File: src/rtl/cpu_ctrl_pkg.sv
// cpu_ctrl_pkg: opcodes, ALU codes, sequencer states and opcode classification
package cpu_ctrl_pkg;
  localparam logic [4:0] OP_ADD  = 5'h03;
  localparam logic [4:0] OP_SUB  = 5'h04;
  localparam logic [4:0] OP_AND  = 5'h05;
  localparam logic [4:0] OP_OR   = 5'h06;
  localparam logic [4:0] OP_SHR  = 5'h07;
  localparam logic [4:0] OP_SHL  = 5'h09;
  localparam logic [4:0] OP_MUL  = 5'h0F;
  localparam logic [4:0] OP_DIV  = 5'h10;
  localparam logic [4:0] OP_MFHI = 5'h18;
  localparam logic [4:0] OP_MFLO = 5'h19;
  localparam logic [4:0] OP_NOP  = 5'h1A;
  localparam logic [4:0] OP_HALT = 5'h1B;
  localparam logic [3:0] ALU_ADD  = 4'd0;
  localparam logic [3:0] ALU_SUB  = 4'd1;
  localparam logic [3:0] ALU_AND  = 4'd2;
  localparam logic [3:0] ALU_OR   = 4'd3;
  localparam logic [3:0] ALU_SHR  = 4'd4;
  localparam logic [3:0] ALU_SHL  = 4'd5;
  localparam logic [3:0] ALU_INCB = 4'd6;
  typedef enum logic [3:0] {S_IDLE, S_T0, S_T1, S_T2, S_T3, S_T4, S_T5, S_T6, S_HALT} state_e;
  function automatic logic [3:0] alu_of(input logic [4:0] op);
    return op == OP_SUB ? ALU_SUB :
           op == OP_AND ? ALU_AND :
           op == OP_OR  ? ALU_OR  :
           op == OP_SHR ? ALU_SHR :
           op == OP_SHL ? ALU_SHL : ALU_ADD;
  endfunction
  function automatic logic is_alu(input logic [4:0] op);
    return op inside {OP_ADD, OP_SUB, OP_AND, OP_OR, OP_SHR, OP_SHL};
  endfunction
  function automatic logic is_muldiv(input logic [4:0] op);
    return op inside {OP_MUL, OP_DIV};
  endfunction
endpackage

File: src/rtl/decoder_4to16.sv
// decoder_4to16: one-hot register select
//   sel: register index, en: enable, y: one-hot select (all zero when en=0)
module decoder_4to16 (
  input  logic [3:0]  sel,
  input  logic        en,
  output logic [15:0] y
);
  assign y = en ? 16'(1) << sel : 16'h0000;
endmodule

File: src/rtl/control_sequencer.sv
// control_sequencer: hardwired fetch/execute control unit for the Phase 1 datapath
//   clock/clear: clock and sync active-high reset; run: start/continue issuing
//   ir: IR feedback; mem_done: fetched word is on Mdatain
//   Rin/Rout: one-hot GPR strobes; remaining strobes wire 1:1 to the datapath
//   busy: in a T-state; instr_done: last execute cycle; fault: sticky error
module control_sequencer
  import cpu_ctrl_pkg::*;
#(
  parameter int WAIT_LIMIT = 16,
  parameter int WCNT_W     = 5
) (
  input  logic        clock,
  input  logic        clear,
  input  logic        run,
  input  logic [31:0] ir,
  input  logic        mem_done,
  output logic [15:0] Rin,
  output logic [15:0] Rout,
  output logic        MARin,
  output logic        PCin,
  output logic        PCout,
  output logic        IRin,
  output logic        IRout,
  output logic        Yin,
  output logic        Yout,
  output logic        MDRin,
  output logic        MDRout,
  output logic        HIin,
  output logic        HIout,
  output logic        LOin,
  output logic        LOout,
  output logic        Zhighin,
  output logic        Zlowin,
  output logic        Zhighout,
  output logic        Zlowout,
  output logic        Read,
  output logic [3:0]  ALUop,
  output logic        ALU_MUL,
  output logic        ALU_DIV,
  output logic        busy,
  output logic        instr_done,
  output logic        fault
);
  state_e state_q, state_d;
  logic [WCNT_W-1:0] wcnt_q, wcnt_d, wcnt_inc;
  logic fault_q, fault_d;
  logic rin_en, rout_en;
  logic [3:0] rin_sel, rout_sel;
  logic [4:0] op;
  logic [3:0] ra, rb, rc;
  logic unused_ir;
  assign op = ir[31:27];
  assign ra = ir[26:23];
  assign rb = ir[22:19];
  assign rc = ir[18:15];
  assign unused_ir = ^ir[14:0];
  assign wcnt_inc = wcnt_q + 1'b1;
  assign fault = fault_q;
  always_ff @(posedge clock) begin
    if (clear) begin
      state_q <= S_IDLE;
      wcnt_q  <= '0;
      fault_q <= 1'b0;
    end else begin
      state_q <= state_d;
      wcnt_q  <= wcnt_d;
      fault_q <= fault_d;
    end
  end
  // Counter only survives while still waiting in T1; every other path clears it.
  always_comb begin
    state_d = state_q;
    wcnt_d  = '0;
    fault_d = fault_q;
    case (state_q)
      S_IDLE: state_d = run ? S_T0 : S_IDLE;
      S_T0:   state_d = S_T1;
      S_T1: begin
        if (mem_done) state_d = S_T2;
        else if (wcnt_inc == WCNT_W'(WAIT_LIMIT)) begin
          state_d = S_HALT;
          fault_d = 1'b1;
        end else wcnt_d = wcnt_inc;
      end
      S_T2: state_d = S_T3;
      S_T3: begin
        if (is_alu(op) || is_muldiv(op)) state_d = S_T4;
        else if (!instr_done) begin
          state_d = S_HALT;
          fault_d = op != OP_HALT;
        end
      end
      S_T4: state_d = S_T5;
      S_T5: state_d = is_muldiv(op) ? S_T6 : state_q;
      default: state_d = state_q;
    endcase
    if (instr_done) state_d = run ? S_T0 : S_IDLE;
  end
  always_comb begin
    {MARin, PCin, PCout, IRin, IRout, Yin, Yout, MDRin, MDRout, HIin, HIout, LOin, LOout,
     Zhighin, Zlowin, Zhighout, Zlowout, Read, ALU_MUL, ALU_DIV, instr_done} = '0;
    ALUop    = ALU_ADD;
    rin_en   = 1'b0;
    rin_sel  = ra;
    rout_en  = 1'b0;
    rout_sel = rb;
    busy     = !(state_q inside {S_IDLE, S_HALT});
    case (state_q)
      S_T0: begin
        PCout  = 1'b1;
        MARin  = 1'b1;
        ALUop  = ALU_INCB;
        Zlowin = 1'b1;
      end
      S_T1: begin
        Zlowout = 1'b1;
        PCin    = 1'b1;
        Read    = 1'b1;
        MDRin   = 1'b1;
      end
      S_T2: begin
        MDRout = 1'b1;
        IRin   = 1'b1;
      end
      S_T3: begin
        rout_en    = is_alu(op) || is_muldiv(op);
        Yin        = rout_en;
        HIout      = op == OP_MFHI;
        LOout      = op == OP_MFLO;
        rin_en     = HIout || LOout;
        instr_done = rin_en || op == OP_NOP;
      end
      S_T4: begin
        rout_en  = 1'b1;
        rout_sel = rc;
        Zlowin   = 1'b1;
        Zhighin  = is_muldiv(op);
        ALU_MUL  = op == OP_MUL;
        ALU_DIV  = op == OP_DIV;
        ALUop    = alu_of(op);
      end
      S_T5: begin
        Zlowout    = 1'b1;
        LOin       = is_muldiv(op);
        rin_en     = !LOin;
        instr_done = rin_en;
      end
      S_T6: begin
        Zhighout   = 1'b1;
        HIin       = 1'b1;
        instr_done = 1'b1;
      end
      default: ;
    endcase
  end
  decoder_4to16 u_rin  (.sel(rin_sel),  .en(rin_en),  .y(Rin));
  decoder_4to16 u_rout (.sel(rout_sel), .en(rout_en), .y(Rout));
endmodule

File: config.mk
export PLATFORM = sky130hd
export DESIGN_NAME = control_sequencer
export DESIGN_NICKNAME = d
export VERILOG_FILES = /design/src/rtl/cpu_ctrl_pkg.sv /design/src/rtl/decoder_4to16.sv /design/src/rtl/control_sequencer.sv
export SDC_FILE = /design/constraint.sdc
export NUM_CORES = 1
export LEC_CHECK = 0
export ABC_AREA = 1
export CORE_AREA = 3 3 68 70
export CTS_CLUSTER_DIAMETER = 100
export DETAILED_ROUTE_END_ITERATION = 6
export DIE_AREA = 0 0 71 73
export HOLD_SLACK_MARGIN = 0.08
export PLACE_DENSITY = 0.84
export SLEW_MARGIN = 5
export SYNTH_ARGS = -nofsm -noshare
export SYNTH_HDL_FRONTEND = slang
export SYNTH_SLANG_ARGS = --single-unit
File: constraint.sdc
create_clock -name clock -period 2.59 [get_ports clock]
set_input_delay 0.518 -clock clock [delete_from_list [all_inputs] [get_ports clock]]
set_output_delay 0.518 -clock clock [all_outputs]
set_load 0.01 [all_outputs]
==> metrics.txt <==
# TYPE chip_impl_metric gauge
chip_impl_metric{name="synth_cells",unit=""} 222
chip_impl_metric{name="avgSynthCellArea",unit="um^2"} 5.53
chip_impl_metric{name="share_of_the_yosys_chip_area_belonging_to_registers",unit="%"} 16.3
chip_impl_info{name="tritoncts_clock_tree",value="yes"} 1
chip_impl_metric{name="cts.clk_slew.worst_paths",unit="ns"} 0.04
chip_impl_metric{name="io_pins",unit=""} 95
chip_impl_metric{name="count_of_filler_cells_inserted_in_the_layout",unit=""} 417
chip_impl_metric{name="insertedDiodeCount",unit=""} 0
chip_impl_metric{name="power_leakage",unit="uW"} 0.00122
chip_impl_metric{name="tritoncts.num_buffers",unit=""} 3
chip_impl_metric{name="power.switching_fraction",unit="%"} 31.6
chip_impl_metric{name="cts.path.max_buffers",unit=""} 2
chip_impl_metric{name="global_route_wire_length_before_repair",unit="mm"} 6.67
chip_impl_metric{name="grt_max_degree",unit=""} 11
chip_impl_metric{name="utilization",unit="%"} 54.2
chip_impl_metric{name="cp.required",unit="ns"} 2.07
chip_impl_metric{name="route.detailed.wl_per_inst",unit="um"} 11.1
chip_impl_metric{name="yosysWarnings",unit=""} 0
chip_impl_metric{name="first_global_vias",unit=""} 1523
chip_impl_metric{name="grt_antenna_before_repair",unit=""} 0
chip_impl_metric{name="drive_gt1_share",unit="%"} 18.0
chip_impl_info{name="rsz_0062_raised_after_global_routing",value="true"} 1
chip_impl_metric{name="total_drc_errors_in_the_routed_layout",unit=""} 0
chip_impl_metric{name="fin_nets",unit=""} 357
chip_impl_metric{name="row_count",unit=""} 23
chip_impl_metric{name="share_of_yosys_cell_area_claimed_by_the_top_area_cell_type",unit="%"} 18.3
chip_impl_metric{name="worst-r2r-setup-slack",unit="ns"} 1.03
chip_impl_info{name="synth_commonest_cells",value="nor2_1, nand2_1, inv_1"} 1
chip_impl_info{name="crit_path_start_kind",value="input pin"} 1
chip_impl_metric{name="vdd_drop_max",unit="mV"} 0.234
chip_impl_metric{name="drt-initial-drc-count",unit=""} 117
chip_impl_metric{name="die-height",unit="um"} 73
chip_impl_metric{name="insertion_delay",unit="ns"} 0.23
chip_impl_metric{name="port-buffer-count",unit=""} 76
chip_impl_metric{name="ys_ff_latch",unit=""} 10
chip_impl_metric{name="grt_overflow_total",unit=""} 0
chip_impl_metric{name="areaGrowthSynthToFinish",unit="%"} 77.7
chip_impl_info{name="hp-class",value="reg2reg"} 1
chip_impl_metric{name="synth.cell_area",unit="um^2"} 1230
chip_impl_metric{name="power_frac_comb",unit="%"} 39.9
chip_impl_metric{name="finalSetupTns",unit="ns"} 0
chip_impl_metric{name="cp_max_fo",unit=""} 8
chip_impl_metric{name="netlist-cell-type-count",unit=""} 29
chip_impl_metric{name="layout_min_cycle_time",unit="ns"} 2.58
chip_impl_metric{name="drt-total-wl",unit="mm"} 4.06
chip_impl_metric{name="hold_viol",unit=""} 0
chip_impl_metric{name="timing.final.setup_violations",unit=""} 0
chip_impl_metric{name="drt_pre_antenna_iters",unit=""} 4
chip_impl_metric{name="clock_power_share",unit="%"} 29.1
chip_impl_metric{name="number_of_synthesized_flops_with_an_enable_pin",unit=""} 0
chip_impl_metric{name="tritoncts_num_sinks",unit=""} 10
chip_impl_metric{name="grt_use_total",unit="%"} 15.2
chip_impl_metric{name="die_area",unit="um^2"} 5180
chip_impl_metric{name="net-switching-power",unit="uW"} 169
chip_impl_info{name="crit_type",value="in2out"} 1
chip_impl_info{name="cts_root_buf",value="clkbuf_8"} 1
chip_impl_info{name="synth_top_flop_cell",value="dfxtp_1"} 1
chip_impl_metric{name="vias",unit=""} 1651
chip_impl_metric{name="place_hpwl",unit="mm"} 3.47
chip_impl_metric{name="post-route-period-util",unit="%"} 99.5
chip_impl_metric{name="max_freq",unit="GHz"} 0.388
chip_impl_metric{name="ctsHtreeMaxLevel",unit=""} 1
chip_impl_info{name="worstSetupEndpointType",value="output port"} 1
chip_impl_metric{name="gp_routability_congestion",unit=""} 0.838
chip_impl_info{name="synth_area_leaders",value="nor2_1, dfxtp_1, nand2_1"} 1
chip_impl_info{name="synth_largest_area_cell",value="nor2_1"} 1
chip_impl_metric{name="power.share.sequential",unit="%"} 31.0
chip_impl_metric{name="cap_violations",unit=""} 0
chip_impl_metric{name="async_flop_share",unit="%"} 0
chip_impl_metric{name="timing.critical_path.arrival",unit="ns"} 2.06
chip_impl_metric{name="core_area",unit="um^2"} 4030
chip_impl_metric{name="powerDensity",unit="nW/um^2"} 245
chip_impl_metric{name="finalClockSkew",unit="ns"} 0.00278
chip_impl_metric{name="finalMaxSlewViolations",unit=""} 0
chip_impl_info{name="synth_most_common_cell",value="nor2_1"} 1
chip_impl_metric{name="power_report.internal_total",unit="uW"} 365
chip_impl_metric{name="drt.antenna.violating_nets",unit=""} 0
chip_impl_metric{name="vias_per_cell",unit=""} 4.50
chip_impl_info{name="run_status",value="complete, no violations"} 1
chip_impl_metric{name="effective_utilization_at_floorplan",unit="%"} 30.5
chip_impl_metric{name="chipWidth",unit="um"} 71
[cells by family (layout without fill, tap and decap cells)]
| kind of cell | count (synthesis) | count (layout) | synth area share (%) |
|---|---|---|---|
| xor gates and xnor gates | 3 | 3 | 2.14 |
| other | 1 | 3 | 0.305 |
| DFF | 10 | 10 | 16.3 |
| buffers and inverters | 46 | 139 | 17.1 |
| and+or+nand+nor | 148 | 148 | 55.6 |
| adders and majority gates | 2 | 2 | 2.04 |
| AOI/OAI and AO/OA | 12 | 12 | 6.52 |
[area by class of cell]
cell class / instances / area (um^2) / share of cell area [%]
repair buffers: 98 / 878 / 40.2
multi-input cells: 168 / 851 / 39.0
flip-flops and latches: 10 / 200 / 9.17
inverters: 38 / 150 / 6.88
well taps: 50 / 62.6 / 2.87
clock buffers: 3 / 41.3 / 1.89
[layer usage]
metal  part of all wire, %  vias to the layer above  GRT usage (%)  wire (um)
li1                      -                      878              -          -
met1                    43                      728           20.0       1760
met2                    52                       39           26.5       2100
met3                   3.6                        6           1.79        148
met4                   1.3                        0           3.97         52
met5                     0                        -              0          0
[cell usage in the layout, fill, tap and decap left out, types with 4 or more instances in the layout]
master,instances
nor2_1,57
nand2_1,38
clkdlybuf4s50_1,35
inv_1,33
dlygate4sd2_1,24
buf_4,21
nand3_1,20
nand4_1,12
dfxtp_1,10
clkdlybuf4s15_1,8
clkbuf_2,6
nand2_2,5
a21oi_1,5
nor2_2,4
[critical path: stages]
cell,delay [ns]
dlygate4sd2_1,0.26
buf_4,0.14
nor2_2,0.13
nand3_2,0.11
nand2_1,0.09
nor2_2,0.05
nand2_1,0.07
nand2_2,0.07
nand2_4,0.12
nand4_1,0.12
nor2_1,0.10
dlygate4sd2_1,0.28
[path summary, 6_finish.rpt]
| check | from | endpoint | cells after the start |
|---|---|---|---|
| max | ir[29] | Rout[5] | 12 |
| min | wcnt_q[0] | wcnt_q[0] | 1 |
| max reg2reg | wcnt_q[0] | state_q[0] | 10 |
| min reg2reg | wcnt_q[0] | wcnt_q[0] | 1 |
[registers in the layout, indices dropped and copies added (netlist names)]
| signal | cells |
|---|---|
| fault | 1 |
| state_q | 4 |
| wcnt_q | 5 |
[power groups by stage]
stage | clock network, uW | registers [uW] | logic, uW
final | 156 | 165 | 213
after detailed placement | 0 | 168 | 212
after global placement | 0 | 168 | 210
after floorplan | 0 | 167 | 109
after CTS | 161 | 165 | 212
after global routing | 170 | 166 | 236
[what timing repair did]
item / CTS / global route
resized for setup: 47 / 25
setup endpoints to repair: 43 / 30
pin swaps: 2 / 1
setup buffers: 0 / 1
hold buffers: 0 / 0
[through the flow]
stage / cell area, um^2 / setup WS, ns / hold WS, ns / cells / total power (uW)
2_1_floorplan: 1240 / 0.622 / 0.434 / 224 / 276
3_5_place_dp: 2170 / -0.526 / 0.458 / 363 / 380
3_3_place_gp: 2170 / -0.489 / 0.446 / 363 / 377
6_report: 2180 / 0.0142 / 0.466 / 367 / 534
5_1_grt: 2180 / -0.0912 / 0.482 / 367 / 572
4_1_cts: 2170 / 0.00659 / 0.468 / 366 / 539
Power figures use the tool's default switching activity.
